==> config.mk <==
export PLATFORM = sky130hd
export DESIGN_NAME = wide_mul_seq
export DESIGN_NICKNAME = d
export VERILOG_FILES = /design/src/rtl/wide_mul_seq.sv
export SDC_FILE = /design/constraint.sdc
export NUM_CORES = 1
export LEC_CHECK = 0
export BUFFER_PORTS_ARGS = -buffer_cell sky130_fd_sc_hd__buf_2
export CORE_ASPECT_RATIO = 2
export CORE_MARGIN = 1.5
export CORE_UTILIZATION = 40
export DETAILED_ROUTE_END_ITERATION = 8
export GPL_ROUTABILITY_DRIVEN = 0
export PLACE_DENSITY_LB_ADDON = 0.12
export SLEW_MARGIN = 40
export SYNTH_ARGS = -nofsm -noshare
export SYNTH_HDL_FRONTEND = slang
export SYNTH_SLANG_ARGS = --single-unit
==> constraint.sdc <==
create_clock -name clk -period 3.95 [get_ports clk]
set_input_delay 0.1975 -clock clk [delete_from_list [all_inputs] [get_ports clk]]
set_output_delay 0.1975 -clock clk [all_outputs]
set_load 0.005 [all_outputs]
==> src/rtl/wide_mul_seq.sv <==
// wide_mul_seq: forms an unsigned (8*LIMBS)x(8*LIMBS) product by streaming
// limb pairs through one external registered 8x8 multiplier. Each returning
// 16-bit partial product is added into a 2W accumulator at byte offset i+j.
//
// Handshake: start is sampled only while busy=0 (IDLE or DONE). A sampled
// start latches op_a/op_b. done pulses for exactly one cycle, and that is the
// same cycle in which result first shows the new product. result holds
// between done pulses.
module wide_mul_seq #(
  parameter int LIMBS   = 4,
  parameter int MUL_LAT = 2
) (
  input  logic                 clk,
  input  logic                 rst_n,
  input  logic                 start,
  input  logic [8*LIMBS-1:0]   op_a,
  input  logic [8*LIMBS-1:0]   op_b,
  output logic                 busy,
  output logic                 done,
  output logic [16*LIMBS-1:0]  result,
  output logic [7:0]           mul_d,
  output logic [7:0]           mul_e,
  input  logic [15:0]          mul_f
);

  localparam int W  = 8 * LIMBS;
  localparam int IW = (LIMBS > 1) ? $clog2(LIMBS) : 1;
  localparam int KW = $clog2(2 * LIMBS) > 0 ? $clog2(2 * LIMBS) : 1;
  localparam logic [IW-1:0] LAST_IDX = IW'(LIMBS - 1);

  typedef enum logic [1:0] {
    S_IDLE  = 2'd0,
    S_ISSUE = 2'd1,
    S_DRAIN = 2'd2,
    S_DONE  = 2'd3
  } state_t;

  state_t               state_q, state_d;
  logic [W-1:0]         a_q, a_d, b_q, b_d;
  logic [IW-1:0]        i_q, i_d, j_q, j_d;
  logic [7:0]           mul_d_q, mul_d_d, mul_e_q, mul_e_d;
  logic [2*W-1:0]       acc_q, acc_d, result_q, result_d;
  logic                 busy_q, busy_d, done_q, done_d;

  // Tag travelling with the issued pair. The last flag marks the final pair,
  // so that DRAIN knows which product completes the operation.
  logic                 iss_vld_q, iss_vld_d, iss_last_q, iss_last_d;
  logic [KW-1:0]        iss_k_q, iss_k_d;
  logic [MUL_LAT-1:0]   pipe_vld_q, pipe_vld_d, pipe_last_q, pipe_last_d;
  logic [KW-1:0]        pipe_k_q [MUL_LAT];
  logic [KW-1:0]        pipe_k_d [MUL_LAT];

  logic                 out_vld, out_last;
  logic [2*W-1:0]       prod_sh, acc_sum;
  logic [IW-1:0]        ni, nj;
  logic                 last_pair;

  // Align the emerging tag with mul_f and form the shifted partial sum.
  always_comb begin
    out_vld   = pipe_vld_q[MUL_LAT-1];
    out_last  = pipe_last_q[MUL_LAT-1];
    prod_sh   = {{(2*W-16){1'b0}}, mul_f} << {pipe_k_q[MUL_LAT-1], 3'b000};
    acc_sum   = acc_q + prod_sh;
    last_pair = (i_q == LAST_IDX) && (j_q == LAST_IDX);
  end

  // Next-state, counter, issue and accumulate logic.
  always_comb begin
    state_d    = state_q;
    a_d        = a_q;
    b_d        = b_q;
    i_d        = i_q;
    j_d        = j_q;
    ni         = '0;
    nj         = '0;
    mul_d_d    = 8'd0;
    mul_e_d    = 8'd0;
    iss_vld_d  = 1'b0;
    iss_last_d = 1'b0;
    iss_k_d    = '0;
    acc_d      = out_vld ? acc_sum : acc_q;
    result_d   = result_q;
    done_d     = 1'b0;

    pipe_vld_d[0]  = iss_vld_q;
    pipe_last_d[0] = iss_last_q;
    pipe_k_d[0]    = iss_k_q;
    for (int s = 1; s < MUL_LAT; s++) begin
      pipe_vld_d[s]  = pipe_vld_q[s-1];
      pipe_last_d[s] = pipe_last_q[s-1];
      pipe_k_d[s]    = pipe_k_q[s-1];
    end

    case (state_q)
      S_IDLE, S_DONE: begin
        state_d = S_IDLE;
        if (start) begin
          state_d    = S_ISSUE;
          a_d        = op_a;
          b_d        = op_b;
          acc_d      = '0;
          i_d        = '0;
          j_d        = '0;
          mul_d_d    = op_a[7:0];
          mul_e_d    = op_b[7:0];
          iss_vld_d  = 1'b1;
          iss_last_d = (LIMBS == 1);
          iss_k_d    = '0;
        end
      end
      S_ISSUE: begin
        if (last_pair) begin
          state_d = S_DRAIN;
        end else begin
          if (j_q == LAST_IDX) begin
            ni = i_q + 1'b1;
            nj = '0;
          end else begin
            ni = i_q;
            nj = j_q + 1'b1;
          end
          i_d        = ni;
          j_d        = nj;
          mul_d_d    = a_q[8*ni +: 8];
          mul_e_d    = b_q[8*nj +: 8];
          iss_vld_d  = 1'b1;
          iss_last_d = (ni == LAST_IDX) && (nj == LAST_IDX);
          iss_k_d    = KW'(ni) + KW'(nj);
        end
      end
      S_DRAIN: begin
        if (out_vld && out_last) begin
          state_d  = S_DONE;
          result_d = acc_sum;
          done_d   = 1'b1;
        end
      end
      default: state_d = S_IDLE;
    endcase

    busy_d = (state_d == S_ISSUE) || (state_d == S_DRAIN);
  end

  // State and datapath registers; async reset abandons any operation.
  always_ff @(posedge clk or negedge rst_n) begin
    if (!rst_n) begin
      state_q     <= S_IDLE;
      a_q         <= '0;
      b_q         <= '0;
      i_q         <= '0;
      j_q         <= '0;
      mul_d_q     <= 8'd0;
      mul_e_q     <= 8'd0;
      iss_vld_q   <= 1'b0;
      iss_last_q  <= 1'b0;
      iss_k_q     <= '0;
      pipe_vld_q  <= '0;
      pipe_last_q <= '0;
      for (int s = 0; s < MUL_LAT; s++) pipe_k_q[s] <= '0;
      acc_q       <= '0;
      result_q    <= '0;
      busy_q      <= 1'b0;
      done_q      <= 1'b0;
    end else begin
      state_q     <= state_d;
      a_q         <= a_d;
      b_q         <= b_d;
      i_q         <= i_d;
      j_q         <= j_d;
      mul_d_q     <= mul_d_d;
      mul_e_q     <= mul_e_d;
      iss_vld_q   <= iss_vld_d;
      iss_last_q  <= iss_last_d;
      iss_k_q     <= iss_k_d;
      pipe_vld_q  <= pipe_vld_d;
      pipe_last_q <= pipe_last_d;
      for (int s = 0; s < MUL_LAT; s++) pipe_k_q[s] <= pipe_k_d[s];
      acc_q       <= acc_d;
      result_q    <= result_d;
      busy_q      <= busy_d;
      done_q      <= done_d;
    end
  end

  assign busy   = busy_q;
  assign done   = done_q;
  assign result = result_q;
  assign mul_d  = mul_d_q;
  assign mul_e  = mul_e_q;

endmodule

# Word level (Yosys, flattened, before mapping)
# Cells that the tools add are included.
[totals] register_bits=231 latchBits=0 mem_bits_rw=0 rom_bits=0 in_bits=83 output_inout_bits=82 word_cells=79 memories=0
[classes] add_sub_neg=4 multipliers=0 div=0 magnitude_cmp=0 eq_ne=11 shift=3 muxes=33 n_bitwise=0 n_reduce_logical=10
[ops] cell="two-way mux 64 bit" count=3
[ops] cell="adder 64 bit" count=1
[ops] cell="variable part select 32 x 6 -> 8 bit" count=2
[ops] cell="left shift 16 x 6 -> 64 bit" count=1
[ops] cell="two-way mux 8 bit" count=4
[ops] cell="one-hot mux 8 bit (2 select lines)" count=2
[ops] cell="two-way mux 2 bit" count=11
[ops] cell="equality test 2 bit (second input constant)" count=7
[ops] cell="one-hot mux 2 bit (2 select lines)" count=2
[ops] cell="two-way mux 1 bit" count=7
[ops] cell="two-way mux 3 bit" count=2
[ops] cell="one-hot mux 2 bit (3 select lines)" count=1
[ops] cell="adder 2 x 1 -> 2 bit (second input constant)" count=2
[ops] cell="equality test 2 x 1 -> 1 bit (second input constant)" count=2
[ops] cell="!= test 2 bit (second input constant)" count=2
[ops] cell="AND reduction 2 bit" count=2
[ops] cell="adder 2 x 2 -> 3 bit" count=1
[ops] cell="logical AND 1 bit" count=3
[ops] cell="AND reduction 3 bit" count=1
[ops] cell="zero test 2 bit" count=1
[ops] cell="one-hot mux 1 bit (2 select lines)" count=1
[ops] cell="nonzero test 2 bit" count=1
[ops] cell="OR reduction 2 bit" count=1
[ops] cell="logical OR 1 bit" count=1

# Logic depth before layout (Yosys ltp)
[logic_depth] depth_word=8 depth_mapped=18 ltp_nobuf=15

# Least setup slack after synthesis
# OpenSTA, ideal clock, no wires.
[synth_timing] kind="register -> register" from="register pipe_k_q[2] (netlist name)" to="register acc_q[56]" setup_ps=78 arrival_time_ps=3843 t_required_ps=3872 setup_slack_ps=29 stages_incl_launch_ff=18 path_buffers=2 period_less_slack_ps=3921 cell_sequence="dfrtp_1 > clkbuf_1 > or2_2 > clkbuf_1 > nor2_1 > and2_1 > ha_1 > fa_1 > a211oi_1 > o211ai_1 > a21bo_2 > o211ai_1 > a31oi_1 > a22o_1 > o21a_1 > o21a_1 > or3_1 > a21oi_1"
[synth_via] elab_chain_cells=5
[synth_lines] element="from (decl)" line="50" rtl="logic [KW-1:0] pipe_k_q [MUL_LAT];"
[synth_lines] element="left shift 16 x 6 -> 64 bit *" line="62" rtl="prod_sh = {{(2*W-16){1'b0}}, mul_f} << {pipe_k_q[MUL_LAT-1], 3'b000};"
[synth_lines] element="adder 64 bit *" line="63" rtl="acc_sum = acc_q + prod_sh;"
[synth_lines] element="two-way mux 64 bit *" line="81" rtl="acc_d = out_vld ? acc_sum : acc_q;"
[synth_lines] element="two-way mux 64 bit" line="97" rtl="if (start) begin"
[synth_lines] element="two-way mux 64 bit *" line="94" rtl="case (state_q)"
[synth_lines] element="net acc_d[56]" line="42" rtl="logic [2*W-1:0] acc_q, acc_d, result_q, result_d;"
[synth_lines] element="to (signal assigned)" line="160" rtl="acc_q <= '0;"
[synth_lines] element="to (signal assigned)" line="178" rtl="acc_q <= acc_d;"
[synth_lines] element="to (decl)" line="42"
# The timed path passes the listed nets; every way through them passes the cells marked *.
# A chain may end at the register's enable or synchronous reset.

# Final worst setup path
[layout_timing] from="register pipe_k_q[0] (netlist name)" to="register acc_q[57]"
# The elaborated chain is that of the path after synthesis.

==> impl_metrics.toml <==
[clocking]
cts_sinks = 231
clock_latency_ns = 0.55
cts_buffers = 23
path_clk_slew_ns = 0.07
clockRootBuffer = "clkbuf_16"
htree_levels = 1
cts_tree = "done"
clk_path_buf_depth = 3

[critical_path]
slowest_stage = "or3_4"
slowest_delay_ns = 0.48
crit_type = "flip-flop to flip-flop"
cp.arrival_ns = 4.31
path_cells = "clkbuf_16 > buf_4 > mux2i_4 > nor2_1 > ha_1 > nand2_1 > buf_4 > nor2_1 > nand3_1 > or3_4 > a21bo_2 > a21oi_4 > o211ai_1 > buf_4 > a21oi_2 > mux2i_1 > a311o_1"
r2r_cells = 17
crit_top_cell = "buf_4"
cp_top_family = "compound AO/OA/AOI/OAI gates"
worst_setup_path_end_kind = "flip-flop"
rr_endpoint = "acc_q[57]"
startpoint_type = "flip-flop"
r2r-start = "pipe_k_q[0]"
cp_num_buf_inv = 4
critPathMaxFanout = 5
cp.required_ns = 4.37
r2r_slack_ns = 0.06

[drt]
wl_per_cell_um = 19.3
drtIter0Drc = 434
drtPass1Iterations = 5
vias = 12800
wl_um = 46100
drc_errors = 0
ant_nets = 0
viasPerCell = 5.35

[synthesis]
ys_seq_area_frac = 0.425
ys_top_cells_by_count = "nand2_1 (426), dfrtp_1 (231), nor2_1 (142), a21oi_1 (84), clkbuf_1 (73)"
synthesis.nets = 1723
netlist.area_leader.share = 0.425
ys_async_sr_fraction = 1.00
synth_edf_count = 0
avgSynthCellArea_um2 = 8.66
synth_cells = 1569
yosys_warnings = 0
synth_top_cell_by_area = "dfrtp_1"
synth.lib_cells_used.distinct = 69
ys_ff_latch = 231
yosys-top-cells-area = "dfrtp_1 (43%), nand2_1 (12%), ha_1 (6.4%), nor2_1 (3.9%), mux2i_1 (3.8%)"
ys.flop_type = "dfrtp_1"
synth_most_common_cell = "nand2_1"
synth.cell_area_um2 = 13600

[floorplan]
die_height_um = 264
num_io_pins = 165
initial_core_util = 0.405
die_w_um = 133
rows = 95
core_um2 = 33500
dieArea_um2 = 35200

[timing]
hold_viol_final = 0
fin_hold_ws_ns = 0.109
setup-violations-final = 0
period_needed_ns = 3.89
finalCritPeriodShare = 0.984
slew_violations = 0
rsz0062_at_grt = "yes"
max_slew_margin = 0.488
finClkSkew_ns = 0.0223
fmax_ghz = 0.257
worst_pin_slew_ns = 0.768

[global_route]
grt_pass1_wl_um = 72000
grt_max_degree = 101
first_global_vias = 13400
overflow = 0
grt_usage = 0.264
antenna_found_initial = 0

[placement]
port_buffers = 164
dp.cells = 2267
place_hpwl_um = 34100

[finish]
final_net_count = 2088
fillCellCount = 3197
antennaDiodeCount = 0
final_cell_count_no_fill = 2385
syn_to_final_growth_pct = 32.7
post_route_cells_drive_above_1_share = 0.259

[pwr]
p_total_mw = 5.02
irDropWorstVdd_uv = 329
p_leak_nw = 8.68
power_density_nw_per_um2 = 278

[job]
drv_cap = 0

[min_path]
worstHoldPathType = "input port to asynchronous set/reset pin"

[outcome]
outcome = "finished clean"
==> power breakdown <==
group          switching (mW)  internal (mW)  total [mW]  leakage [nW]
clock network           0.968           1.21        2.18         0.349
logic                   0.238          0.219       0.457          5.55
registers             0.00808           2.38        2.38          2.78
==> layout make-up <==
cell class                 instances  area (um2)  area share
clock inverter                     7        65.1     0.00361
inverter                          25        97.6     0.00541
tap                              436         546      0.0303
sequential                       231        5780       0.321
multi-input combinational       1221        7780       0.432
clock buffer                      33         653      0.0362
timing repair buffer             432        3100       0.172
==> sequential cells by signal (all words and copies together) (netlist names), 3 cells and up <==
register  cells
iss_k_q       3
pipe_k_d      3
acc_q        64
a_q          32
result       64
mul_e         8
mul_d         8
b_q          32
pipe_k_q      3
==> cell families (layout without fill, tap and decap cells) <==
kind of cell    Yosys count  in the layout  synth area share
xor+xnor                 62             62            0.0410
compound gates          316            316             0.151
buf+inv                 117            497            0.0333
simple gates            702            702             0.216
mux                      70             70            0.0665
flops                   231            231             0.425
fa+ha+maj                71             71            0.0665
==> metrics by stage <==
stage	cell area, um2	utilization	worst slack [ns]	TNS [ns]
2_1_floorplan	13600	-	0.0293	0
3_3_place_gp	16100	0.480	-0.812	-18.09
3_5_place_dp	16100	0.481	-0.542	-4.70
4_1_cts	17600	0.525	0.00502	0
5_1_grt	18000	0.538	-0.0787	-0.458
6_report	18000	0.538	0.0618	0
==> routing by layer <==
layer  track usage  vias to the layer above  share of wire
met5             0                        -              0
met1         0.257                     6046           0.34
met4         0.168                        0          0.075
li1              -                     6118              -
met3        0.0374                      187          0.042
met2         0.509                      400           0.54
==> worst reg2reg max path, cell delays in order (launching register included) <==
cell	delay, ns
dfrtp_2	0.43
clkbuf_16	0.17
buf_4	0.12
mux2i_4	0.27
nor2_1	0.10
ha_1	0.33
nand2_1	0.10
buf_4	0.15
nor2_1	0.10
nand3_1	0.15
or3_4	0.48
a21bo_2	0.26
a21oi_4	0.19
o211ai_1	0.13
buf_4	0.17
a21oi_2	0.20
mux2i_1	0.10
a311o_1	0.31
==> how the worst max path moves through the flow <==
stage | start | endpoint | depth (start not counted)
finish | pipe_k_q[0] | acc_q[57] | 17
global route | pipe_k_q[0] | acc_q[63] | 19
CTS | pipe_k_q[0] | result[56] | 16
detailed placement | pipe_k_q[0] | result[58] | 17
global placement | pipe_k_q[0] | result[58] | 17
floorplan | pipe_k_q[2] | acc_q[56] | 17
==> timing repair <==
item | 4_1_cts | 5_1_grt
setup buffers | 4 | 7
hold endpoints to repair | 177 | 0
hold buffers | 65 | 0
pin swaps | 2 | 34
gates resized for setup | 19 | 75
endpoints found under the setup margin | 38 | 53
cloned | 0 | 1
==> cell usage in the layout (no fill, tap or decap), types with 7 or more instances in the layout <==
cell,count
ha_1,65
nand4_1,21
o21ai_1,13
o21a_1,13
nor2_2,7
inv_1,23
nor2_1,131
a22o_1,7
nand2_1,424
nand3_1,12
xnor2_1,39
a22oi_1,7
a21o_1,37
a21oi_2,7
and2_1,12
buf_2,163
mux2i_1,47
dfrtp_1,228
a21oi_1,78
nor2b_1,15
buf_4,194
and3_1,8
a31oi_1,13
o21bai_1,10
xor2_1,21
o22ai_1,9
clkbuf_16,24
nor3_1,21
a211oi_1,9
dlygate4sd3_1,65
mux4_2,16
o21ai_0,58
(Power assumes the default switching activity.)
